### src/rtl/fetch_unit.sv
// -----------------------------------------------------------------------------
// fetch_unit
//
// Instruction-fetch front end, upstream of the IF/ID register. Owns the PC,
// issues word fetches to the instruction ROM over a req/ack handshake and
// presents {address, instruction, valid} to IF/ID. It honours the hazard-unit
// stall and takes branch/jump redirects from EX. Every output is registered.
//
// Parameters:
//   ADDR_W    - PC / ROM address width
//   DATA_W    - instruction width
//   RESET_PC  - PC after reset
//   NOP_INSTR - instr_out value when nothing valid is presented
//
// Ports:
//   clk            in   clock, all state on posedge
//   rst            in   asynchronous reset, active-high
//   stall_in       in   1 = IF/ID not enabled this cycle
//   redirect_valid in   branch/jump taken (one-cycle pulse)
//   redirect_pc    in   new fetch target
//   rom_req        out  fetch request to the ROM
//   rom_addr       out  fetch address, stable while rom_req=1 until ack
//   rom_ack        in   ROM response valid, rom_data valid the same cycle
//   rom_data       in   fetched instruction
//   addr_out       out  PC of the presented instruction
//   instr_out      out  presented instruction
//   valid_out      out  presented instruction is real
//   misalign_out   out  (FETCH_MISALIGN_CHECK_EN only) misaligned redirect seen
//
// Build option:
//   FETCH_MISALIGN_CHECK_EN - when defined, a redirect to a target with
//   non-zero low bits raises misalign_out and parks the unit in HALT until a
//   reset or an aligned redirect. When undefined the low two bits of the
//   redirect target are simply cleared.
// -----------------------------------------------------------------------------
module fetch_unit #(
   parameter int                 ADDR_W    = 32,
   parameter int                 DATA_W    = 32,
   parameter logic [ADDR_W-1:0]  RESET_PC  = '0,
   parameter logic [DATA_W-1:0]  NOP_INSTR = 32'h00000013
) (
   input  logic              clk,
   input  logic              rst,
   input  logic              stall_in,
   input  logic              redirect_valid,
   input  logic [ADDR_W-1:0] redirect_pc,
   output logic              rom_req,
   output logic [ADDR_W-1:0] rom_addr,
   input  logic              rom_ack,
   input  logic [DATA_W-1:0] rom_data,
   output logic [ADDR_W-1:0] addr_out,
   output logic [DATA_W-1:0] instr_out,
   output logic              valid_out
`ifdef FETCH_MISALIGN_CHECK_EN
   ,
   output logic              misalign_out
`endif
);

   // IDLE  : single settling cycle after reset release
   // REQ   : request for pc outstanding (rom_addr == pc)
   // HOLD  : a fetched word is parked because IF/ID was not free
   // DRAIN : a request abandoned by a redirect is still in flight; its
   //         response is thrown away
   // HALT  : misaligned redirect seen (only reachable with the check enabled)
   typedef enum logic [2:0] {
      S_IDLE  = 3'd0,
      S_REQ   = 3'd1,
      S_HOLD  = 3'd2,
      S_DRAIN = 3'd3,
      S_HALT  = 3'd4
   } state_t;

   state_t            state;
   logic [ADDR_W-1:0] pc;
   logic [ADDR_W-1:0] pc_plus4;
   logic [ADDR_W-1:0] target_pc;
   logic [ADDR_W-1:0] hold_addr;
   logic [DATA_W-1:0] hold_instr;
   logic              consumed;
   logic              slot_free;

   // The presented instruction leaves this cycle when IF/ID is enabled; the
   // output slot can accept a new word if it is empty or being emptied.
   assign consumed  = valid_out & ~stall_in;
   assign slot_free = ~valid_out | consumed;

   // Natural wrap at 2^ADDR_W.
   assign pc_plus4  = pc + ADDR_W'(4);

`ifdef FETCH_MISALIGN_CHECK_EN
   logic target_bad;
   assign target_pc  = redirect_pc;
   assign target_bad = (redirect_pc[1:0] != 2'b00);
`else
   // Word fetches only: the byte offset of a redirect target is dropped.
   assign target_pc  = redirect_pc & ~ADDR_W'(3);
`endif

   // NOTE: state is updated with non-blocking assignments so every register
   // samples the pre-edge value of its neighbours, matching the hardware.
   always_ff @(posedge clk or posedge rst) begin
      if (rst) begin
         state      <= S_IDLE;
         pc         <= RESET_PC;
         rom_req    <= 1'b0;
         rom_addr   <= RESET_PC;
         addr_out   <= '0;
         instr_out  <= NOP_INSTR;
         valid_out  <= 1'b0;
         // NOTE: the hold buffer is a pair of plain registers, so it is reset
         // like everything else; its contents only matter while in HOLD.
         hold_addr  <= '0;
         hold_instr <= NOP_INSTR;
`ifdef FETCH_MISALIGN_CHECK_EN
         misalign_out <= 1'b0;
`endif
      end else if (redirect_valid) begin
         // A redirect beats every other event this cycle: whatever is being
         // presented or held belongs to the wrong path.
         pc        <= target_pc;
         valid_out <= 1'b0;
         instr_out <= NOP_INSTR;
`ifdef FETCH_MISALIGN_CHECK_EN
         misalign_out <= target_bad;
         if (target_bad) begin
            state   <= S_HALT;
            rom_req <= 1'b0;
         end else
`endif
         if ((state == S_REQ || state == S_DRAIN) && !rom_ack) begin
            // The ROM already owns a request that cannot be withdrawn; keep
            // rom_addr stable and swallow its response before refetching.
            // A further redirect in DRAIN only updates pc above.
            state <= S_DRAIN;
         end else begin
            // Nothing in flight (or its response arrives right now and is
            // dropped): fetch the new target immediately.
            state    <= S_REQ;
            rom_req  <= 1'b1;
            rom_addr <= target_pc;
         end
      end else begin
         case (state)
            S_IDLE: begin
               state    <= S_REQ;
               rom_req  <= 1'b1;
               rom_addr <= pc;
            end

            S_REQ: begin
               if (rom_ack) begin
                  pc <= pc_plus4;
                  if (slot_free) begin
                     // Zero-wait ROM streams one instruction per cycle here.
                     addr_out  <= pc;
                     instr_out <= rom_data;
                     valid_out <= 1'b1;
                     rom_addr  <= pc_plus4;
                  end else begin
                     // IF/ID is stalled on the current word: park the new one
                     // and stop fetching. rom_addr is left untouched.
                     hold_addr  <= pc;
                     hold_instr <= rom_data;
                     rom_req    <= 1'b0;
                     state      <= S_HOLD;
                  end
               end else if (consumed) begin
                  valid_out <= 1'b0;
               end
            end

            S_HOLD: begin
               if (consumed) begin
                  addr_out  <= hold_addr;
                  instr_out <= hold_instr;
                  valid_out <= 1'b1;
                  rom_req   <= 1'b1;
                  rom_addr  <= pc;
                  state     <= S_REQ;
               end
            end

            S_DRAIN: begin
               // Discard the stale response, then fetch the redirect target.
               if (rom_ack) begin
                  rom_addr <= pc;
                  state    <= S_REQ;
               end
            end

`ifdef FETCH_MISALIGN_CHECK_EN
            S_HALT: begin
               // Only reset or an aligned redirect leaves HALT.
               rom_req   <= 1'b0;
               valid_out <= 1'b0;
            end
`endif

            default: begin
               state   <= S_IDLE;
               rom_req <= 1'b0;
            end
         endcase
      end
   end

endmodule

### config.mk
export PLATFORM = sky130hd
export DESIGN_NAME = fetch_unit
export DESIGN_NICKNAME = d
export VERILOG_FILES = /design/src/rtl/fetch_unit.sv
export SDC_FILE = /design/constraint.sdc
export NUM_CORES = 1
export LEC_CHECK = 0
export CELL_PAD_IN_SITES_DETAIL_PLACEMENT = 2
export CELL_PAD_IN_SITES_GLOBAL_PLACEMENT = 2
export CORE_UTILIZATION = 34
export DETAILED_ROUTE_END_ITERATION = 7
export PLACE_DENSITY_LB_ADDON = 0.1
export SLEW_MARGIN = 40
export SYNTH_ARGS = -nofsm -noshare
export SYNTH_HDL_FRONTEND = slang
export SYNTH_SLANG_ARGS = --single-unit
### constraint.sdc
create_clock -name clk -period 8.5 [get_ports clk]
set_clock_uncertainty 0.15 [all_clocks]
set_input_delay 1.7 -clock clk [delete_from_list [all_inputs] [get_ports clk]]
set_output_delay 1.7 -clock clk [all_outputs]
set_load 0.01 [all_outputs]
==> reports/metrics.yaml <==
pin_count: 167
wl_mm: 28.3
detailedPlace.worstSlack_ns: 3.84
global_route_wire_length_before_repair_mm: 45.6
first_global_vias: 7908
ys_async_sr_fraction: 1.00
grt_overflow_total: 0
postSynthCellCount: 905
static-leakage-power_nw: 4.77
drive_gt1_frac: 0.131
critPathTopFamily: "compound AO/OA/AOI/OAI gates"
min_path_type: "reg -> reg"
most-common-layout-cells: "183 x dfrtp_1, 161 x clkdlybuf4s50_1, 91 x nand2_1"
nNetsFinal: 1089
worst-path-buf-inv: 1
finalCritPeriodShare: 0.495
run_status: "finished, final reports clean"
design.die.area_sq_um: 28400
max_slew.worst_pin.slew_ns: 0.861
cp.arrival_ns: 4.39
avgViaCountPerCell: 5.23
cts_max_path_buffers: 2
cts.root.buffer_cell: "clkbuf_16"
grt_max_degree: 119
synth-warning-count: 0
fp.coreArea_sq_um: 27100
overall_via_count_from_detail_route: 7325
port-buffer-count: 162
vdd.ir_drop.worst_mv: 0.103
post_dp_cell_area_sq_um: 11300
insertion_delay_of_the_later_clocked_pin_in_the_worst_skew_pair_ns: 0.44
synth_enable_flop_cells: 0
critical_path.endpoint_type: "flip-flop"
drc: 0
finalSetupViolCount: 0
syn_to_final_growth_pct: 26.0
route.antenna.remaining_nets: 0
maxCapViolCount: 0
die_y_um: 168
number_of_instances_in_the_placed_design: 1367
yosysUniqueCellTypes: 58
cts.htree.levels: 4
place_congestion: 0.750
initial_drc_count: 413
detailedRoute.firstPassIterationCount: 4
globalRouteTotalUtil: 0.207
power_density_nw_per_um2: 316
holdBufCountCts: 0
critPathRequiredTime_ns: 8.68
totalNegativeSetupSlack_ns: 0
slew_viol_final: 0
clk_pin_slew_ns: 0.08
slew_hr: 0.424
initial_utilization: 0.348
setup_fix_buffers_added_after_clock_tree_synthesis: 0
period_minus_slack_ns: 4.21
grt_antenna_before_repair: 0
final_common_cell: "dfrtp_1"
cp_slowest_cell: "clkdlybuf4s50_1"
floorplan.rows: 60
netlist_area_pre_place_sq_um: 9420
clkSinkCount: 189
ys_dominant_reg_cell: "dfrtp_1"
mapped_avg_cell_area_sq_um: 10.4
ys_seq_area_frac: 0.503
place_hpwl_mm: 18.5
hold_viol_final: 0
final_design_area_no_fill_sq_um: 11900
tritoncts: "yes"
max_clock_freq_mhz: 238
timing.critical_path.from_type: "input pin"
wl_per_cell_um: 20.2
total_of_flip_flops_plus_latches_after_synthesis: 189
critical_path.cell_chain: "clkdlybuf4s50_1 > a21bo_2 > a221oi_2 > nand3_1 > o21a_1 > o32a_1"
hold_slack_ns: 0.331
cts_repair_resize_count: 0
rsz_0062_raised_after_global_routing: "no"
fin_cells: 1400
die_width_um: 168
timing.final.ws_setup_ns: 4.29
total_clock_buffers_created_by_cts: 17
worst-setup-path-type: "in -> reg"
cp_max_fo: 11
worst_path_largest_cell_delay_ns: 0.74
worst min-delay path: stages (launching register included):
cell and delay (ns):
dfrtp_1 0.35, nand2_1 0.05, o31ai_1 0.05
sequential cells by signal, indices dropped and copies added, names as in the netlist:
register	cells
hold_instr	32
instr_out	32
rom_addr	31
addr_out	30
hold_addr	30
pc	30
state	2
rom_req	1
valid_out	1
worst paths after layout:
path,slack [ns],to,start,depth (start not counted)
max,4.29,rom_addr[21]$_DFFE_PP0P_,rom_ack,6
min,0.33,instr_out[20]$_DFFE_PP0P_,instr_out[20]$_DFFE_PP0P_,2
max reg2reg,5.43,rom_addr[21]$_DFFE_PP0P_,state[1]$_DFFE_PP0P_,7
min reg2reg,0.33,instr_out[20]$_DFFE_PP0P_,instr_out[20]$_DFFE_PP0P_,2
max in group asynchronous,5.40,pc[9]$_DFFE_PP0N_,rst,3
min in group asynchronous,1.65,hold_instr[3]$_DFFE_PP0P_,rst,2
per-layer routing:
layer | global-route usage | wire (um) | share of wire | vias up
met3 | 0.0276 | 765 | 0.027 | 25
met2 | 0.347 | 13600 | 0.48 | 138
met4 | 0.0573 | 420 | 0.015 | 0
met1 | 0.280 | 13400 | 0.48 | 3752
met5 | 0 | 0 | 0 | -
li1 | - | - | - | 3410
final cells by class:
class,count,area (sq um)
Antenna cell,1,2.50
Clock buffer,19,453
Clock inverter,13,125
Fill cell,2830,15200
Inverter,9,46.3
Multi-Input combinational cell,624,4340
Sequential cell,189,4740
Tap cell,372,465
Timing Repair Buffer,173,1710
synthesized netlist by cell type (all sizes together), types with 24 or more instances:
master,number,area share
o31ai,33,0.026
clkbuf,48,0.019
buf,36,0.020
nor2,64,0.025
a21oi,47,0.025
dfrtp,183,0.49
mux2i,67,0.071
mux2,72,0.086
xnor2,31,0.029
o21ai,46,0.024
nand4,24,0.016
nand2,91,0.036
where the power goes:
group | total (mW) | internal (mW) | switching, mW
registers | 1.48 | 1.24 | 0.233
clock network | 0.810 | 0.404 | 0.406
logic | 1.46 | 0.734 | 0.727
total | 3.75 | 2.38 | 1.37
per-stage QoR:
step,util,total power [mW]
6_report,0.438,3.75
5_1_grt,0.438,4.00
4_1_cts,0.438,3.81
3_5_place_dp,0.417,2.98
3_3_place_gp,0.416,2.92
2_1_floorplan,-,2.25
kinds of logic (layout without fill, tap and decap cells):
kind of cell,after synthesis,after routing,synth area share
and+or+nand+nor,262,262,0.133
xor gates and xnor gates,49,49,0.0455
other,1,3,0.000398
adders and majority gates,6,6,0.00797
DFF,189,189,0.503
AOI/OAI and AO/OA,166,166,0.110
muxes,139,139,0.157
buffers and inverters,93,214,0.0429
Note: power is estimated with default switching activity, not from simulation.
